File: src/rtl/attn_token_scheduler_if.sv
// attn_token_scheduler_if: handshake and status bundle between the token scheduler and its host/engines
interface attn_token_scheduler_if #(parameter int SEQ_LEN = 64);
  localparam int TW = $clog2(SEQ_LEN);
  logic start;
  logic abort;
  logic [TW:0] num_tokens;
  logic qkv_start;
  logic qk_start;
  logic softmax_start;
  logic attn_start;
  logic qkv_done;
  logic qk_done;
  logic softmax_done;
  logic attn_done;
  logic kv_write_en;
  logic [TW-1:0] kv_write_addr;
  logic [TW-1:0] token_idx;
  logic busy;
  logic done;
  logic error;
  logic [2:0] fsm_state;
  modport slave (
    input start, abort, num_tokens, qkv_done, qk_done, softmax_done, attn_done,
    output qkv_start, qk_start, softmax_start, attn_start, kv_write_en, kv_write_addr,
    output token_idx, busy, done, error, fsm_state
  );
  modport master (
    output start, abort, num_tokens, qkv_done, qk_done, softmax_done, attn_done,
    input qkv_start, qk_start, softmax_start, attn_start, kv_write_en, kv_write_addr,
    input token_idx, busy, done, error, fsm_state
  );
endinterface

File: src/rtl/attn_token_scheduler.sv
// attn_token_scheduler: steps each token through QKV, KV write, QK, softmax and attention stages with a watchdog
module attn_token_scheduler #(
  parameter int SEQ_LEN        = 64,
  parameter int TIMEOUT_CYCLES = 4096
) (
  input logic clk,
  input logic rst_n,
  attn_token_scheduler_if.slave bus
);
  localparam int TW = $clog2(SEQ_LEN);
  localparam int WW = $clog2(TIMEOUT_CYCLES + 1);
  localparam logic [TW:0] N_MAX = (TW+1)'(SEQ_LEN);
  typedef enum logic [2:0] {IDLE, QKV, QK, SMAX, ATTN, NEXT, DONE, ERR} state_t;
  state_t state, nxt;
  logic [TW:0] n, n_nxt;
  logic [TW-1:0] idx, idx_nxt;
  logic [WW-1:0] wd;
  logic first, stage, acc, tmo;
  // the start registers double as the "first cycle in stage" marker, so a done on that cycle is ignored
  assign first = bus.qkv_start | bus.qk_start | bus.softmax_start | bus.attn_start;
  assign stage = state inside {QKV, QK, SMAX, ATTN};
  assign acc = !first && ((state == QKV && bus.qkv_done) || (state == QK && bus.qk_done) ||
                          (state == SMAX && bus.softmax_done) || (state == ATTN && bus.attn_done));
  assign tmo = stage && wd == WW'(TIMEOUT_CYCLES - 1);
  always_comb begin
    nxt = state;
    n_nxt = n;
    idx_nxt = idx;
    case (state)
      IDLE: if (bus.start) begin
        n_nxt = bus.num_tokens > N_MAX ? N_MAX : bus.num_tokens;
        idx_nxt = '0;
        nxt = n_nxt == '0 ? DONE : QKV;
      end
      QKV:  nxt = acc ? QK : tmo ? ERR : QKV;
      QK:   nxt = acc ? SMAX : tmo ? ERR : QK;
      SMAX: nxt = acc ? ATTN : tmo ? ERR : SMAX;
      ATTN: nxt = acc ? NEXT : tmo ? ERR : ATTN;
      NEXT: if ({1'b0, idx} == n - 1'b1) nxt = DONE;
      else begin
        idx_nxt = idx + 1'b1;
        nxt = QKV;
      end
      DONE: nxt = IDLE;
      default: nxt = ERR;
    endcase
    if (bus.abort) begin
      nxt = IDLE;
      n_nxt = n;
      idx_nxt = idx;
    end
  end
  always_ff @(posedge clk) begin
    if (!rst_n) begin
      state <= IDLE;
      n <= '0;
      idx <= '0;
      wd <= '0;
      bus.qkv_start <= 1'b0;
      bus.qk_start <= 1'b0;
      bus.softmax_start <= 1'b0;
      bus.attn_start <= 1'b0;
      bus.kv_write_en <= 1'b0;
      bus.busy <= 1'b0;
      bus.done <= 1'b0;
      bus.error <= 1'b0;
    end else begin
      state <= nxt;
      n <= n_nxt;
      idx <= idx_nxt;
      wd <= (stage && nxt == state) ? wd + 1'b1 : '0;
      bus.qkv_start <= nxt == QKV && state != QKV;
      bus.qk_start <= nxt == QK && state != QK;
      bus.softmax_start <= nxt == SMAX && state != SMAX;
      bus.attn_start <= nxt == ATTN && state != ATTN;
      bus.kv_write_en <= state == QKV && nxt == QK;
      bus.busy <= nxt != IDLE;
      bus.done <= nxt == DONE;
      bus.error <= nxt == ERR;
    end
  end
  assign bus.token_idx = idx;
  assign bus.kv_write_addr = idx;
  assign bus.fsm_state = state;
endmodule
File: src/flat_wrapper.sv
// flat-port wrapper written by rule: the top's interface ports become plain ports
module attn_token_scheduler_flat 
#(
  parameter int SEQ_LEN        = 64,
  parameter int TIMEOUT_CYCLES = 4096
)
  (clk, rst_n, bus_start, bus_abort, bus_num_tokens, bus_qkv_done, bus_qk_done, bus_softmax_done, bus_attn_done, bus_qkv_start, bus_qk_start, bus_softmax_start, bus_attn_start, bus_kv_write_en, bus_kv_write_addr, bus_token_idx, bus_busy, bus_done, bus_error, bus_fsm_state);
  attn_token_scheduler_if #(.SEQ_LEN(SEQ_LEN)) bus_i ();
  input logic clk;
  input logic rst_n;
  input wire logic [$bits(bus_i.start)-1:0] bus_start;
  input wire logic [$bits(bus_i.abort)-1:0] bus_abort;
  input wire logic [$bits(bus_i.num_tokens)-1:0] bus_num_tokens;
  input wire logic [$bits(bus_i.qkv_done)-1:0] bus_qkv_done;
  input wire logic [$bits(bus_i.qk_done)-1:0] bus_qk_done;
  input wire logic [$bits(bus_i.softmax_done)-1:0] bus_softmax_done;
  input wire logic [$bits(bus_i.attn_done)-1:0] bus_attn_done;
  output wire logic [$bits(bus_i.qkv_start)-1:0] bus_qkv_start;
  output wire logic [$bits(bus_i.qk_start)-1:0] bus_qk_start;
  output wire logic [$bits(bus_i.softmax_start)-1:0] bus_softmax_start;
  output wire logic [$bits(bus_i.attn_start)-1:0] bus_attn_start;
  output wire logic [$bits(bus_i.kv_write_en)-1:0] bus_kv_write_en;
  output wire logic [$bits(bus_i.kv_write_addr)-1:0] bus_kv_write_addr;
  output wire logic [$bits(bus_i.token_idx)-1:0] bus_token_idx;
  output wire logic [$bits(bus_i.busy)-1:0] bus_busy;
  output wire logic [$bits(bus_i.done)-1:0] bus_done;
  output wire logic [$bits(bus_i.error)-1:0] bus_error;
  output wire logic [$bits(bus_i.fsm_state)-1:0] bus_fsm_state;
  assign bus_i.start = bus_start;
  assign bus_i.abort = bus_abort;
  assign bus_i.num_tokens = bus_num_tokens;
  assign bus_i.qkv_done = bus_qkv_done;
  assign bus_i.qk_done = bus_qk_done;
  assign bus_i.softmax_done = bus_softmax_done;
  assign bus_i.attn_done = bus_attn_done;
  assign bus_qkv_start = bus_i.qkv_start;
  assign bus_qk_start = bus_i.qk_start;
  assign bus_softmax_start = bus_i.softmax_start;
  assign bus_attn_start = bus_i.attn_start;
  assign bus_kv_write_en = bus_i.kv_write_en;
  assign bus_kv_write_addr = bus_i.kv_write_addr;
  assign bus_token_idx = bus_i.token_idx;
  assign bus_busy = bus_i.busy;
  assign bus_done = bus_i.done;
  assign bus_error = bus_i.error;
  assign bus_fsm_state = bus_i.fsm_state;
  attn_token_scheduler #(.SEQ_LEN(SEQ_LEN), .TIMEOUT_CYCLES(TIMEOUT_CYCLES)) u_core (.clk(clk), .rst_n(rst_n), .bus(bus_i));
endmodule
File: config.mk
export PLATFORM = sky130hd
export DESIGN_NAME = attn_token_scheduler_flat
export DESIGN_NICKNAME = d
export VERILOG_FILES = /design/src/rtl/attn_token_scheduler_if.sv /design/src/rtl/attn_token_scheduler.sv /design/src/flat_wrapper.sv
export SDC_FILE = /design/constraint.sdc
export NUM_CORES = 1
export LEC_CHECK = 0
export ABC_AREA = 1
export CAP_MARGIN = 10
export CORE_UTILIZATION = 55
export CTS_CLUSTER_SIZE = 12
export DETAILED_ROUTE_END_ITERATION = 7
export HOLD_SLACK_MARGIN = 0.15
export PLACE_DENSITY = 0.88
export SYNTH_ARGS = -nofsm -noshare
export SYNTH_HDL_FRONTEND = slang
export SYNTH_SLANG_ARGS = --single-unit
File: constraint.sdc
create_clock -name clk -period 6.6 [get_ports clk]
set_clock_uncertainty 0.2 [all_clocks]
set_input_delay 1.32 -clock clk [delete_from_list [all_inputs] [get_ports clk]]
set_output_delay 1.32 -clock clk [all_outputs]
set_load 0.05 [all_outputs]
==> flow_summary.json <==
{
  "cts_root_buf": "clkbuf_8",
  "dp_hpwl_mm": 3.157,
  "synth_most_common_cell": "nand2_1",
  "fp-row-count": 22,
  "cp.required_ns": 5.08,
  "drtPass1Iterations": 4,
  "cts_resized": 0,
  "synth_top_area_cell": "dfxtp_1",
  "pin_count": 38,
  "syn-num-nets": 324,
  "worst_pin_slew_ns": 0.5120,
  "regArea_um2": 740.7,
  "vias_per_cell": 5.114,
  "core-area_mm2": 0.003661,
  "rsz0062_at_grt": "false",
  "antenna_found_initial": 0,
  "cts_tree": "done",
  "cts_buffers": 5,
  "synth_cell_type_count": 32,
  "synth.area.top_cells": "dfxtp_1, nand2_1, nand3_1",
  "diodes": 0,
  "report.final.slew_viol_count": 0,
  "grt_max_degree": 15,
  "slowest_stage": "clkdlybuf4s50_1",
  "r2r_start": "u_core.n[0]",
  "synth-main-ff-cell": "dfxtp_1",
  "path_max_fanout": 12,
  "synth_top_area_share": 0.3553,
  "hp-class": "reg2reg",
  "fmax_mhz": 301.2,
  "max-clock-path-buffers": 2,
  "avgSynthCellArea_um2": 6.812,
  "htreeDepth": 2,
  "grt_pass1_vias": 1733,
  "clk_pin_slew_ns": 0.07,
  "wl_per_cell_um": 10.98,
  "ys_ff_latch": 37,
  "cellPowerDensity_mw_per_mm2": 187.8,
  "worst_path_largest_cell_delay_ns": 0.89,
  "nets": 356,
  "startpoint": "u_core.bus.fsm_state[1]",
  "drive_above_1_share": 0.1095,
  "place.gp.congestion": 0.9103,
  "worst_ep_arrival_time_ns": 1.80,
  "grt_pass1_wl_mm": 7.169,
  "vias": 1974,
  "grt_usage": 0.2247,
  "synth_common_cells": "nand2_1, dfxtp_1, nor2_1",
  "finalCritPeriodShare": 0.5030,
  "synth_edf_count": 0,
  "crit_buf_inv": 1,
  "maxCapViolations": 0,
  "remaining_drc_errors": 0,
  "ys_seq_area_frac": 0.3553,
  "ant_nets": 0,
  "total_power_mw": 0.4741,
  "worstPathCellList": "clkdlybuf4s50_1",
  "fillers": 308,
  "setup_tns_ns": 0,
  "die_y_um": 63.56,
  "yosysWarnings": 0,
  "postCtsHoldBufs": 0,
  "cts_setup_buffers": 0,
  "die_w_um": 63.56,
  "area_growth_pct": 21.13,
  "worst-setup-path-type": "reg2out",
  "path_delay_family": "buffers and inverters",
  "synth_area_mm2": 0.002084,
  "relSlewSlack": 0.6576,
  "hold_start": "u_core.wd[0]",
  "ys_async_sr_fraction": 0,
  "fin_crit_ns": 3.320,
  "cts_sinks": 37,
  "grt_overflow": 0,
  "port_buffers": 37,
  "power_leakage_nw": 1.068,
  "cp-start-kind": "register",
  "vdd_drop_max_uv": 147.6,
  "drtIter0Drc": 100,
  "synthCells": 306,
  "dieArea_mm2": 0.004040,
  "status": "finished, final reports clean",
  "initial_core_util": 0.5694,
  "routed_wl_mm": 4.240,
  "clk-insertion-delay-late_ns": 0.29,
  "finalHoldViolations": 0,
  "setup_viol": 0,
  "endpoint_kind": "primary output",
  "multi_input_area_mm2": 0.001111
}
[cells in the final DEF, fill, tap and decap left out, types with 2 or more instances in the layout]
| cell type | netlist | final |
|---|---|---|
| nand4_1 | 4 | 4 |
| nor2_1 | 31 | 31 |
| nor3b_1 | 2 | 2 |
| dfxtp_1 | 37 | 37 |
| nor3_1 | 7 | 7 |
| nand3_1 | 25 | 25 |
| xor2_1 | 7 | 7 |
| clkdlybuf4s50_1 | 0 | 37 |
| o21ai_0 | 3 | 3 |
| nand2_1 | 85 | 85 |
| nand3_2 | 3 | 3 |
| a211oi_1 | 2 | 2 |
| inv_2 | 7 | 7 |
| a21oi_1 | 16 | 16 |
| nand2_2 | 3 | 3 |
| nor2_2 | 13 | 13 |
| nand3b_1 | 2 | 2 |
| xnor2_1 | 5 | 5 |
| inv_1 | 29 | 29 |
| clkbuf_8 | 0 | 5 |
| ha_1 | 3 | 3 |
[per-stage QoR]
step           utilization  setup slack, ns  std cells  hold WS (ns)  area, um^2
3_5_place_dp        0.6613            3.016        379        0.2392        2421
5_1_grt             0.6897            3.124        386        0.2897        2525
6_report            0.6897            3.280        386        0.2478        2525
3_3_place_gp        0.6613            3.071        379        0.2275        2421
4_1_cts             0.6897            3.291        386        0.2555        2525
2_1_floorplan            -            3.698        306        0.2175        2085
[sequential cells by signal, indices dropped and copies added, names as in the netlist]
register,flops
u_core.bus.kv_write_addr,6
u_core.wd,13
u_core.bus.busy,1
u_core.bus.qkv_start,1
u_core.bus.softmax_start,1
u_core.bus.error,1
u_core.bus.done,1
u_core.n,7
u_core.bus.kv_write_en,1
u_core.bus.qk_start,1
u_core.bus.fsm_state,3
u_core.bus.attn_start,1
[cell type report]
type                            instances  area share
Tap cell                               48     0.02379
Sequential cell                        37      0.2934
Inverter                               37     0.05500
Clock buffer                            5     0.02725
Clock inverter                          2     0.01388
Timing Repair Buffer                   37      0.1467
Multi-Input combinational cell        220      0.4400
[final timing paths]
path | to | depth (start not counted) | slack [ns]
hold reg to reg | u_core.wd[0] | 1 | 0.25
hold / removal | u_core.wd[0] | 1 | 0.25
setup reg to reg | u_core.wd[1] | 16 | 4.07
setup / recovery | bus_fsm_state[1] | 1 | 3.28
[metal layers]
layer	GRT usage	vias to the layer above	wire length, um
li1	-	1030	-
met1	0.2699	884	1909
met2	0.3896	56	2010
met3	0.04529	4	276
met4	0.08523	0	43
met5	0	-	0
[cells by family (layout without fill, tap and decap cells)]
family,count (synthesis),in the layout,share of synthesized area
XOR/XNOR,12,12,0.05042
adder cells (fa/ha/maj),3,3,0.01801
buffers and inverters,49,81,0.1116
flip-flops,37,37,0.3553
AO/OA/AOI/OAI,24,24,0.06242
AND/OR/NAND/NOR,181,181,0.4022
[report_power, final]
| part | internal (mW) | total [mW] | switching, mW |
|---|---|---|---|
| sequential | 0.227 | 0.232 | 0.00460 |
| clock | 0.110 | 0.184 | 0.0741 |
| combinational | 0.0230 | 0.0587 | 0.0358 |
| total | 0.360 | 0.474 | 0.114 |
Power figures use the tool's default switching activity.
